--- config.mk ---
export PLATFORM = sky130hd
export DESIGN_NAME = reg_file_sb
export DESIGN_NICKNAME = d
export VERILOG_FILES = /design/src/rtl/regfile_pkg.sv /design/src/rtl/reg_scoreboard.sv /design/src/rtl/reg_file_sb.sv
export SDC_FILE = /design/constraint.sdc
export NUM_CORES = 1
export LEC_CHECK = 0
export CAP_MARGIN = 20
export CELL_PAD_IN_SITES_DETAIL_PLACEMENT = 0
export CELL_PAD_IN_SITES_GLOBAL_PLACEMENT = 1
export CORE_ASPECT_RATIO = 1.4
export CORE_MARGIN = 5
export CORE_UTILIZATION = 27
export DETAILED_ROUTE_END_ITERATION = 10
export PLACE_DENSITY_LB_ADDON = 0.1
export SKIP_LAST_GASP = 1
export SYNTH_ARGS = -nofsm -noshare
export SYNTH_HDL_FRONTEND = slang
export SYNTH_SLANG_ARGS = --single-unit
--- constraint.sdc ---
create_clock -name clock -period 2.1 [get_ports clock]
set_clock_uncertainty 0.15 [all_clocks]
set_input_delay 0.42 -clock clock [delete_from_list [all_inputs] [get_ports clock]]
set_output_delay 0.42 -clock clock [all_outputs]
set_load 0.1 [all_outputs]
--- src/rtl/regfile_pkg.sv ---
// Shared constants for the MIPS register file with scoreboard.
//   WIDTH_DEF / ADDR_W_DEF : default data and address widths
//   num_regs()             : register count for a given address width
//   ZERO_REG               : index of the hardwired-zero register
package regfile_pkg;
  localparam int WIDTH_DEF    = 16;
  localparam int ADDR_W_DEF   = 2;
  localparam int NUM_REGS_DEF = 2 ** ADDR_W_DEF;
  localparam int ZERO_REG     = 0;

  function automatic int num_regs(input int aw);
    return 1 << aw;
  endfunction
endpackage

--- src/rtl/reg_scoreboard.sv ---
// Per-register busy bits for RAW hazard detection.
//   clock, reset       : clock, synchronous active-high clear
//   mark_busy/mark_addr: issue marks a register as having a pending result
//   clr/clr_addr       : writeback clears the register's busy bit
//   rr1/rr2            : lookup addresses
//   busy1/busy2        : raw stored busy bits at rr1/rr2
// A set and clear of the same register in one cycle leaves it busy: the
// set belongs to a newer producer than the one writing back.
module reg_scoreboard
  import regfile_pkg::*;
#(
  parameter int ADDR_W = ADDR_W_DEF
) (
  input  logic              clock,
  input  logic              reset,
  input  logic              mark_busy,
  input  logic [ADDR_W-1:0] mark_addr,
  input  logic              clr,
  input  logic [ADDR_W-1:0] clr_addr,
  input  logic [ADDR_W-1:0] rr1,
  input  logic [ADDR_W-1:0] rr2,
  output logic              busy1,
  output logic              busy2
);
  localparam int NUM_REGS = num_regs(ADDR_W);

  logic [NUM_REGS-1:0] busy;

  // The zero register is only ever cleared, so its bit stays 0 after reset.
  always_ff @(posedge clock) begin
    if (reset) begin
      busy <= '0;
    end else begin
      for (int i = 0; i < NUM_REGS; i++) begin
        if (i != ZERO_REG) begin
          if (mark_busy && mark_addr == ADDR_W'(i))
            busy[i] <= 1'b1;
          else if (clr && clr_addr == ADDR_W'(i))
            busy[i] <= 1'b0;
        end
      end
    end
  end

  assign busy1 = busy[rr1];
  assign busy2 = busy[rr2];
endmodule

--- src/rtl/reg_file_sb.sv ---
// Parametrised MIPS register file: two combinational read ports, one
// synchronous write port, optional write-to-read bypass, busy scoreboard.
//   clock, reset          : clock, synchronous active-high clear of all state
//   rr1, rr2 / rd1, rd2   : read addresses / read data
//   wr, wd, regwrite      : write port; regwrite also clears busy[wr]
//   mark_busy, mark_addr  : issue-side busy marking
//   busy1, busy2          : operand at rr1/rr2 not yet available
// Outputs are forced to 0 while reset is high.
module reg_file_sb
  import regfile_pkg::*;
#(
  parameter int WIDTH  = WIDTH_DEF,
  parameter int ADDR_W = ADDR_W_DEF,
  parameter int BYPASS = 1
) (
  input  logic              clock,
  input  logic              reset,
  input  logic [ADDR_W-1:0] rr1,
  input  logic [ADDR_W-1:0] rr2,
  input  logic [ADDR_W-1:0] wr,
  input  logic [WIDTH-1:0]  wd,
  input  logic              regwrite,
  output logic [WIDTH-1:0]  rd1,
  output logic [WIDTH-1:0]  rd2,
  input  logic              mark_busy,
  input  logic [ADDR_W-1:0] mark_addr,
  output logic              busy1,
  output logic              busy2
);
  localparam int NUM_REGS = num_regs(ADDR_W);
  localparam logic [ADDR_W-1:0] ZADDR = ADDR_W'(ZERO_REG);

  logic [NUM_REGS-1:0][WIDTH-1:0] regs;
  logic sb_busy1, sb_busy2;
  logic hit1, hit2;
  logic remark1, remark2;

  always_ff @(posedge clock) begin
    if (reset)
      regs <= '0;
    else if (regwrite && wr != ZADDR)
      regs[wr] <= wd;
  end

  reg_scoreboard #(.ADDR_W(ADDR_W)) u_sb (
    .clock     (clock),
    .reset     (reset),
    .mark_busy (mark_busy),
    .mark_addr (mark_addr),
    .clr       (regwrite),
    .clr_addr  (wr),
    .rr1       (rr1),
    .rr2       (rr2),
    .busy1     (sb_busy1),
    .busy2     (sb_busy2)
  );

  // Same-cycle writeback forwarding; never for the zero register.
  assign hit1 = (BYPASS != 0) && regwrite && wr == rr1 && rr1 != ZADDR;
  assign hit2 = (BYPASS != 0) && regwrite && wr == rr2 && rr2 != ZADDR;

  // A forwarded writeback resolves the hazard unless a newer producer
  // re-marks the same register in this cycle.
  assign remark1 = mark_busy && mark_addr == rr1;
  assign remark2 = mark_busy && mark_addr == rr2;

  assign rd1   = reset ? '0 : (hit1 ? wd : regs[rr1]);
  assign rd2   = reset ? '0 : (hit2 ? wd : regs[rr2]);
  assign busy1 = !reset && sb_busy1 && !(hit1 && !remark1);
  assign busy2 = !reset && sb_busy2 && !(hit2 && !remark2);
endmodule

-- Word level (Yosys, flattened, before mapping)
Cells that the tools add are included.
- output and inout bits: 34
- register bits: 67
- word-level logic and storage cells: 73
- reductions and logical operators: 31
- eq/ne operators: 10
- magnitude comparators: 4
- muxes and demuxes: 21
- operators by type and width (cell ; count):
    2-to-1 mux 16 bit ; 7
    binary-select mux 16 bit (select 2 bit) ; 2
    bitwise mux 64 bit ; 1
    demux 16 bit (select 2 bit) ; 1
    logical AND 1 bit ; 20
    nonzero test 2 bit ; 6
    less-than comparator 2 x 3 -> 1 bit, second input constant ; 3
    equality test 2 bit ; 4
    equality test 2 bit, second input constant ; 4
    2-to-1 mux 1 bit ; 8
    zero test 1 bit ; 5
    binary-select mux 1 bit (select 2 bit) ; 2
    equality test 2 x 1 -> 1 bit, second input constant ; 2
    greater-or-equal comparator 2 x 1 -> 1 bit, second input constant ; 1

-- Logic depth before layout (Yosys ltp)
- depth in word-level cells: 6
- gate-level depth with buffers: 7
- gate-level depth less buffers: 4

-- Hierarchy
A second synthesis with hierarchy kept.
- cells, all modules: 395
- area total of the unflattened synthesis: 3762.4 um2
- modules (own cells, without submodules) (module ; instances ; area each (um2) ; cells each):
    reg_file_sb ; 1 ; 3574.7 ; 376
    reg_scoreboard ; 1 ; 187.7 ; 19

-- Worst setup path after synthesis
Ideal clock, no wire load.
- path kind: input-to-output
- start: input wr[1]
- end: output busy1
- data arrival time: 3.487 ns
- stages on the path: 5
- slack: -1.957 ns
- cells stage by stage: buf_4 -> and4bb_1 -> o2bb2ai_4 -> buf_12 -> a221oi_1
- longest elaborated chain between the ends: 6
- ends and longest elaborated chain (item ; line ; source):
    start, declared ; reg_file_sb.sv:20 ; input logic [ADDR_W-1:0] wr,
    equality test 2 bit ; reg_file_sb.sv:59 ; assign hit1 = (BYPASS != 0) && regwrite && wr == rr1 && rr1 != ZADDR;
    logical AND 1 bit (2 in series) ; reg_file_sb.sv:59 ;
    logical AND 1 bit ; reg_file_sb.sv:69 ; assign busy1 = !reset && sb_busy1 && !(hit1 && !remark1);
    zero test 1 bit ; reg_file_sb.sv:69 ;
    logical AND 1 bit ; reg_file_sb.sv:69 ;
    end, declared ; reg_file_sb.sv:27 ; output logic busy1,
Every way passes these cells.

-- Final worst setup path
Same ends and word-level chain as after synthesis.

==> results.md <==
* Hold Crit Start: regs[44]
* Worst Setup End Kind: primary output
* Estimated wirelength of the detail-placed design at 7.78 mm
* Die H at 149 um
* Max_cap viols at 0
* GR Overflow Total at 0
* Synth Cell Area at 0.00370 mm2
* Drt wl/cell at 17.1 um
* Synth Area in Adders at 0%
* Worst-path clk slew at 0.05 ns
* Tot GR Track Use at 15.6%
* Relative slew slack at 77.4%
* TritonCTS Sinks at 67
* Crit-path max FO at 5
* Die area at 0.0162 mm2
* Starting Density at 27.5%
* Yosys warning count at 0
* Final min period at 2.41 ns
* Root buf cell: clkbuf_16
* Initial antenna violation count at 0
* Share of layout cells above drive strength 1 at 46.6%
* Antenna Nets Post-Route at 0
* Power Density at 585 mW/mm2
* Total vias in the final route at 3326
* Most frequent cells in the layout: nand2_1, dfxtp_1, a21oi_1
* Deepest clock path buffer count at 2
* Yosys cell types at 29
* Largest family of logic cells by synthesized area: multiplexers
* Endpoints failing setup at 34
* CP Class: in2out
* Synth Area per Inst at 9.33 um2
* Register area share after synthesis at 36.2%
* Inserted Diodes at 0
* Post-synthesis mux area share at 28.7%
* Die W at 109 um
* Violated checks: negative setup slack
* Num CTS Buffers at 9
* Arr. time, crit path at 1.84 ns
* Final hold vios at 0
* Crit path from: wr[1]
* Row count at 50
* Final #Nets at 538
* Commonest non-fill, non-tap cell in the layout: nand2_1
* Fillers at 1254
* Number of global-route vias before repair at 3422
* Detailed Routing Iterations Pass 1 at 4
* Tcrit/Tclk final at 115%
* Post-Place Setup Slack at -0.862 ns
* WL final at 11.9 mm
* Largest net degree at the start of global routing at 47
* Reg-to-Reg Start: u_sb.busy[3]
* Vias per cell at 4.79
* P&R area growth vs syn at 75.0%
* I/O Pins at 62
* Synth Area in Compound Gates at 8.68%
* Main flop type after synthesis: dfxtp_1
* Hold buffer count at CTS at 0
* Leak at 2.25 nW
* RSZ-0062 raised after global routing: true
* Synth async-reset ratio at 0%
* Port Buffers at 61
* IR drop worst, VDD at 0.364 mV
* Core area at 0.0135 mm2
* Worst-Margin Slew at 0.340 ns
* Net Count, Synth at 425
* Worst hold path class: reg2reg
* Post-synth EDFFs at 0
* Synth Instances at 397
* Final Slew Violations at 0
* WP data required at 1.53 ns
* Detailed Route Iter0 Violations at 95
* Final WS setup at -0.311 ns
* First-pass GRT wire length at 19.3 mm
* Max H-tree Level at 3
* DRC viols at 0
* Status: finished with violations
* CTS tree: yes
* Gp weighted congestion at 0.759
* Flops & latches, synth at 67
* Startpoint class of the critical path: input port
* Simple-gate share of the synthesized area at 19.5%
* Max Fclk at 415 MHz
* Post-Synth XOR/XNOR Area at 1.42%
* Skew-Pair Late Insertion Delay at 0.32 ns
* Final core occ at 48.2%
-- per-layer routing --
metal / GRT usage, % / up-vias / wire length, um
li1: - / 1624 / -
met1: 21.2 / 1625 / 5230
met2: 25.5 / 66 / 6030
met3: 2.61 / 11 / 443
met4: 4.49 / 0 / 161
met5: 0 / - / 0
-- cell usage after synthesis (2+ instances only) --
cell	count	area, um2
nand3_1	3	15.0
nor2_1	39	146
mux2_2	2	22.5
a21oi_1	51	255
mux4_2	32	721
xor2_1	2	17.5
clkbuf_1	15	56.3
and4bb_1	2	25.0
buf_6	3	33.8
xnor2_1	4	35.0
buf_4	3	22.5
dfxtp_1	67	1340
nand2_1	101	379
nand3b_1	2	15.0
nor2b_1	16	100
buf_2	11	55.1
mux2i_1	32	320
-- cell type report --
cell class / count / area (um2) / share of cell area [%]
flip-flops and latches: 67 / 1340 / 20.7
multi-input cells: 297 / 2830 / 43.7
clock inverters: 2 / 35.0 / 0.540
clock buffers: 12 / 267 / 4.11
well taps: 182 / 228 / 3.51
repair buffers: 135 / 1780 / 27.4
-- per-stage QoR --
stage | instance area, um2 | hold slack (ns) | power (mW) | TNS (ns) | instances
finish | 6480 | 0.312 | 3.79 | -8.82 | 695
global route | 6480 | 0.329 | 3.95 | -10.74 | 695
CTS | 6350 | 0.315 | 3.81 | -9.27 | 690
detailed placement | 5580 | 0.308 | 2.16 | -26.80 | 668
global placement | 5580 | 0.298 | 2.16 | -26.18 | 668
floorplan | 4050 | 0.293 | 1.83 | -7.51 | 397
-- state kept, by name (all words and copies together) (netlist names) --
| name | flops |
|---|---|
| regs | 64 |
| u_sb.busy | 3 |
-- critical path, stage by stage --
cell       delay, ns
buf_12          0.11
and4bb_4        0.22
buf_12          0.13
o2bb2ai_4       0.18
buf_6           0.15
buf_6           0.11
a221oi_4        0.30
buf_12          0.21
-- path summary, 6_finish.rpt --
check,slack (ns),endpoint,cells past startpoint
min,0.31,regs[44],2
min reg2reg,0.31,regs[44],2
max,-0.31,busy1,8
max reg2reg,1.31,u_sb.busy[3],2
-- report_power, final --
part,leakage [nW],switching [mW],total (mW),internal (mW)
logic,1.56,0.506,0.935,0.429
clock network,0.151,0.530,1.53,1.00
registers,0.543,0.0223,1.33,1.31
total,2.25,1.06,3.79,2.73
-- cells by family after synthesis --
kind of cell / Yosys count
and+or+nand+nor: 168
DFF: 67
muxes: 66
AOI/OAI and AO/OA: 56
buffers and inverters: 34
xor gates and xnor gates: 6
-- timing repair --
item                                    in CTS  in global routing
buffers inserted                             6                  5
endpoints found under the setup margin      34                 34
gates cloned                                 2                  0
resized for setup                          102                 19
pin swaps                                   16                 14
Power figures use the tool's default switching activity.
